===== src/rtl/addsub_accum.sv =====
// addsub_accum: parametrised add/subtract accumulator with per-operation
// signed/unsigned and wrap/saturate modes, sticky overflow, an operation
// counter and a one-cycle result-valid strobe.
//
// Ports:
//   CLK    clock, all state changes on the rising edge
//   RST    synchronous active-high reset
//   LOAD   load DATA into the accumulator (wins over EN)
//   EN     accumulate DATA into DOUT (add or subtract)
//   ctl    direction: 0 = DOUT + DATA, 1 = DOUT - DATA
//   SGN    0 = unsigned, 1 = two's-complement signed overflow rules
//   SAT    0 = wrap on overflow, 1 = saturate
//   DATA   operand / load value
//   DOUT   accumulator value
//   COUT   raw carry (add) or borrow (sub) of the last EN operation
//   OVF    sticky overflow, cleared only by LOAD or RST
//   VALID  one-cycle pulse after DOUT was updated by LOAD or EN
//   OPCNT  EN operations since the last LOAD/RST, wrapping
module addsub_accum #(
    parameter int unsigned WIDTH = 16,
    parameter int unsigned CNT_W = 8
) (
    input  logic             CLK,
    input  logic             RST,
    input  logic             LOAD,
    input  logic             EN,
    input  logic             ctl,
    input  logic             SGN,
    input  logic             SAT,
    input  logic [WIDTH-1:0] DATA,
    output logic [WIDTH-1:0] DOUT,
    output logic             COUT,
    output logic             OVF,
    output logic             VALID,
    output logic [CNT_W-1:0] OPCNT
);

    localparam int unsigned MSB = WIDTH - 1;

    logic [WIDTH:0]   raw_c;
    logic             carry_c;
    logic             sovf_c;
    logic             ovf_c;
    logic [WIDTH-1:0] result_c;

    // Arithmetic, overflow detection and saturation for one EN operation.
    always_comb begin
        raw_c    = '0;
        carry_c  = 1'b0;
        sovf_c   = 1'b0;
        ovf_c    = 1'b0;
        result_c = '0;

        if (ctl) begin
            raw_c = {1'b0, DOUT} - {1'b0, DATA};
        end else begin
            raw_c = {1'b0, DOUT} + {1'b0, DATA};
        end
        carry_c = raw_c[WIDTH];

        // Signed overflow: effective operand signs agree but the result sign
        // differs from the accumulator sign. Subtraction flips DATA's sign.
        if (ctl) begin
            sovf_c = (DOUT[MSB] != DATA[MSB]) && (raw_c[MSB] != DOUT[MSB]);
        end else begin
            sovf_c = (DOUT[MSB] == DATA[MSB]) && (raw_c[MSB] != DOUT[MSB]);
        end

        ovf_c    = SGN ? sovf_c : carry_c;
        result_c = raw_c[WIDTH-1:0];

        if (SAT && ovf_c) begin
            if (SGN) begin
                // On signed overflow the true result has the accumulator's sign.
                result_c = DOUT[MSB] ? {1'b1, {(WIDTH-1){1'b0}}}
                                     : {1'b0, {(WIDTH-1){1'b1}}};
            end else begin
                result_c = ctl ? '0 : '1;
            end
        end
    end

    // State update: RST > LOAD > EN > hold.
    always_ff @(posedge CLK) begin
        if (RST) begin
            DOUT  <= '0;
            COUT  <= 1'b0;
            OVF   <= 1'b0;
            VALID <= 1'b0;
            OPCNT <= '0;
        end else if (LOAD) begin
            DOUT  <= DATA;
            COUT  <= 1'b0;
            OVF   <= 1'b0;
            VALID <= 1'b1;
            OPCNT <= '0;
        end else if (EN) begin
            DOUT  <= result_c;
            COUT  <= carry_c;
            OVF   <= OVF | ovf_c;
            VALID <= 1'b1;
            OPCNT <= OPCNT + CNT_W'(1);
        end else begin
            VALID <= 1'b0;
        end
    end

endmodule

===== config.mk =====
export PLATFORM = sky130hd
export DESIGN_NAME = addsub_accum
export DESIGN_NICKNAME = d
export VERILOG_FILES = /design/src/rtl/addsub_accum.sv
export SDC_FILE = /design/constraint.sdc
export NUM_CORES = 1
export LEC_CHECK = 0
export ABC_AREA = 1
export CELL_PAD_IN_SITES_DETAIL_PLACEMENT = 1
export CELL_PAD_IN_SITES_GLOBAL_PLACEMENT = 1
export CORE_ASPECT_RATIO = 2
export CORE_MARGIN = 4
export CORE_UTILIZATION = 41
export CTS_CLUSTER_DIAMETER = 80
export DETAILED_ROUTE_END_ITERATION = 8
export PLACE_DENSITY_LB_ADDON = 0.15
export SLEW_MARGIN = 20
export SYNTH_ARGS = -nofsm -noshare
export SYNTH_HDL_FRONTEND = slang
export SYNTH_SLANG_ARGS = --single-unit

===== constraint.sdc =====
create_clock -name CLK -period 8.8 [get_ports CLK]
set_input_delay 1.76 -clock CLK [delete_from_list [all_inputs] [get_ports CLK]]
set_output_delay 1.76 -clock CLK [all_outputs]
set_load 0.01 [all_outputs]

==> results.py <==
metrics = {
    "clocking": {
        "postCtsSetupRepairBufs": 0,
        "ctsLongestPathBuffers": 2,
        "cts_buffers": 3,
        "clk_pin_slew_ns": 0.07,
        "htree_levels": 1,
        "insertion_delay_ns": 0.27,
        "cts_hold_buf": 0,
        "clock-sinks": 27,
        "post_cts_resized": 0,
        "cts_tree": "built",
        "cts_root_buffer": "clkbuf_16",
    },
    "global_route": {
        "grt-ovfl-total": 0,
        "grt_pass1_wl_mm": 14.39,
        "grt_use_total_pct": 23.12,
        "antenna_found_initial": 0,
        "grt_max_degree": 33,
        "grt_pass1_vias": 3141,
    },
    "synthesis": {
        "synth-compound-area-share_pct": 15.62,
        "synth_area_leaders": "dfxtp_1 (20%), nand2_1 (10%), ha_1 (8.1%)",
        "syn_area_um2": 2764,
        "synth_area_leader_cell": "dfxtp_1",
        "syn_nets": 449,
        "synth_warnings": 0,
        "synth-xor-area-share_pct": 8.556,
        "yosys.area_share.adder_pct": 8.873,
        "synth_top_family_by_area": "simple AND/OR/NAND/NOR gates",
        "avgSynthCellArea_um2": 6.791,
        "synthSimpleGateAreaFrac_pct": 35.90,
        "ys_ff_latch": 27,
        "yosysSeqAreaShare_pct": 19.56,
        "yosys.area.top_type_share_pct": 19.56,
        "ys_types": 38,
        "muxShareOfSynthArea_pct": 0,
        "netlist_instances": 407,
    },
    "place": {
        "place_congestion": 0.8882,
        "dp_cells": 533,
        "portBuffers": 49,
        "dp_hpwl_mm": 7.163,
        "place_area_um2": 3274,
    },
    "final_layout": {
        "layout-drive-gt1-share_pct": 16.93,
        "antenna_cells": 0,
        "nets": 492,
        "n_fill_cell": 886,
        "syn_to_final_growth_pct": 21.32,
        "design_area_um2": 3353,
        "final_common_cell": "nand2_1",
        "fin_cells": 537,
        "final_cell_mix": "nand2_1 (77), inv_1 (50), clkdlybuf4s50_1 (49)",
    },
    "timing": {
        "rsz0062_at_grt": "false",
        "period_needed_ns": 5.594,
        "skew_ns": 0.006208,
        "period_share_pct": 63.57,
        "final.setup.tns_ns": 0,
        "worstMarginPinSlew_ns": 0.7874,
        "finalMaxSlewViolations": 0,
        "setup_viol": 0,
        "timing.fmax_ghz": 0.1788,
        "hold_viol_final": 0,
        "slew_headroom_pct": 47.34,
    },
    "critical_path": {
        "crit_type": "in -> reg",
        "worstPathRequired_ns": 8.96,
        "cp-start-kind": "primary input",
        "worst_setup_path_end_kind": "flip-flop",
        "critPathArrivalTime_ns": 5.75,
        "crit_path_max_fanout": 16,
    },
    "drt": {
        "drt_iter0_markers": 57,
        "drt_wl_total_mm": 8.796,
        "detail_route.vias_per_cell": 5.313,
        "ant_nets": 0,
        "drt_first_pass_iters": 4,
        "avgRoutedWirePerCell_um": 16.38,
        "vias": 2853,
        "drc": 0,
    },
    "die": {
        "rows": 42,
        "die_h_um": 124.1,
        "core_um2": 6569,
        "start_util_pct": 42.08,
        "die_x_um": 66.06,
        "dieArea_um2": 8198,
        "ios": 50,
    },
    "pwr": {
        "power_per_cell_area_nw_per_um2": 162.4,
        "ir_worst_vdd_mv": 0.08476,
        "total_power_mw": 0.5446,
        "p_leak_nw": 1.564,
    },
    "flow_run": {
        "maxCapViolations": 0,
    },
    "hold_path": {
        "hold_class": "reg -> reg",
    },
    "status": {
        "status": "finished, final reports clean",
    },
}
## layout make-up
class / count / area [µm²] / share of cell area, %
clock buffer: 4 / 78.83 / 2.351
inverter: 56 / 210.2 / 6.269
multi-input combinational: 311 / 1908 / 56.90
sequential: 27 / 540.5 / 16.12
tap: 88 / 110.1 / 3.284
timing repair buffer: 51 / 505.5 / 15.07
## final timing paths
path / cells past startpoint / start / slack, ns / endpoint
max reg2reg: 18 / DOUT[0] / 6.13 / DOUT[15]
min reg2reg: 1 / OPCNT[7] / 0.46 / OPCNT[7]
max: 23 / DATA[2] / 3.21 / DOUT[15]
min: 1 / OPCNT[7] / 0.46 / OPCNT[7]
## layer usage
| layer | part of all wire (%) | vias up | GRT usage (%) |
|---|---|---|---|
| li1 | - | 1387 | - |
| met1 | 34 | 1373 | 21.52 |
| met2 | 58 | 62 | 46.64 |
| met3 | 2.5 | 31 | 2.256 |
| met4 | 4.8 | 0 | 12.85 |
| met5 | 0 | - | 0 |
## worst max-delay path, stage by stage
cell and delay (ns):
clkdlybuf4s50_1 0.48, nor3_1 0.37, nand3_1 0.17, nor3_1 0.22
nand2_1 0.11, o31ai_1 0.43, nand2_1 0.13, xor2_1 0.17
ha_1 0.36, inv_2 0.10, o21bai_1 0.09, nand3_1 0.09
nand2_1 0.06, a21oi_1 0.22, nand3_1 0.12, nand2_2 0.12
nand2_2 0.07, nand2_4 0.11, nand2_4 0.18, a21oi_1 0.21
nor2_1 0.05, nor2_1 0.08, nor2_1 0.04
## cell families (layout without fill, tap and decap cells)
group                      after synthesis  after routing
buffers and inverters                   69            111
and+or+nand+nor                        192            192
adders and majority gates               19             19
xor gates and xnor gates                27             27
DFF                                     27             27
AOI/OAI and AO/OA                       73             73
## where the power goes
group          switching (mW)  internal (mW)  total, mW
Combinational           0.173          0.116      0.289
Sequential             0.0109          0.133      0.144
Clock                  0.0488         0.0624      0.111
## synth_stat cells, drive strengths merged
cell,number
nand2,109
inv,55
a21oi,49
nand3,36
nor2,36
dfxtp,27
xor2,22
ha,18
o21ai,14
buf,7
nor3,7
xnor2,5
a31oi,3
clkbuf,3
o31ai,3
dlygate4sd1,2
nand4,2
o21bai,2
a21boi,1
a21o,1
and2,1
clkinv,1
dlygate4sd3,1
fa,1
or2,1
## sequential cells by signal, indices dropped and copies added (netlist names)
signal / count
VALID: 1
OVF: 1
OPCNT: 8
DOUT: 16
COUT: 1
## stage by stage
step	hold slack, ns	utilization, %	setup slack [ns]
floorplan	0.4725	-	4.114
global placement	0.4357	49.85	2.948
detailed placement	0.4520	49.85	2.899
CTS	0.4649	51.05	3.171
global route	0.4897	51.05	2.801
finish	0.4577	51.05	3.206
(Power assumes the default switching activity.)
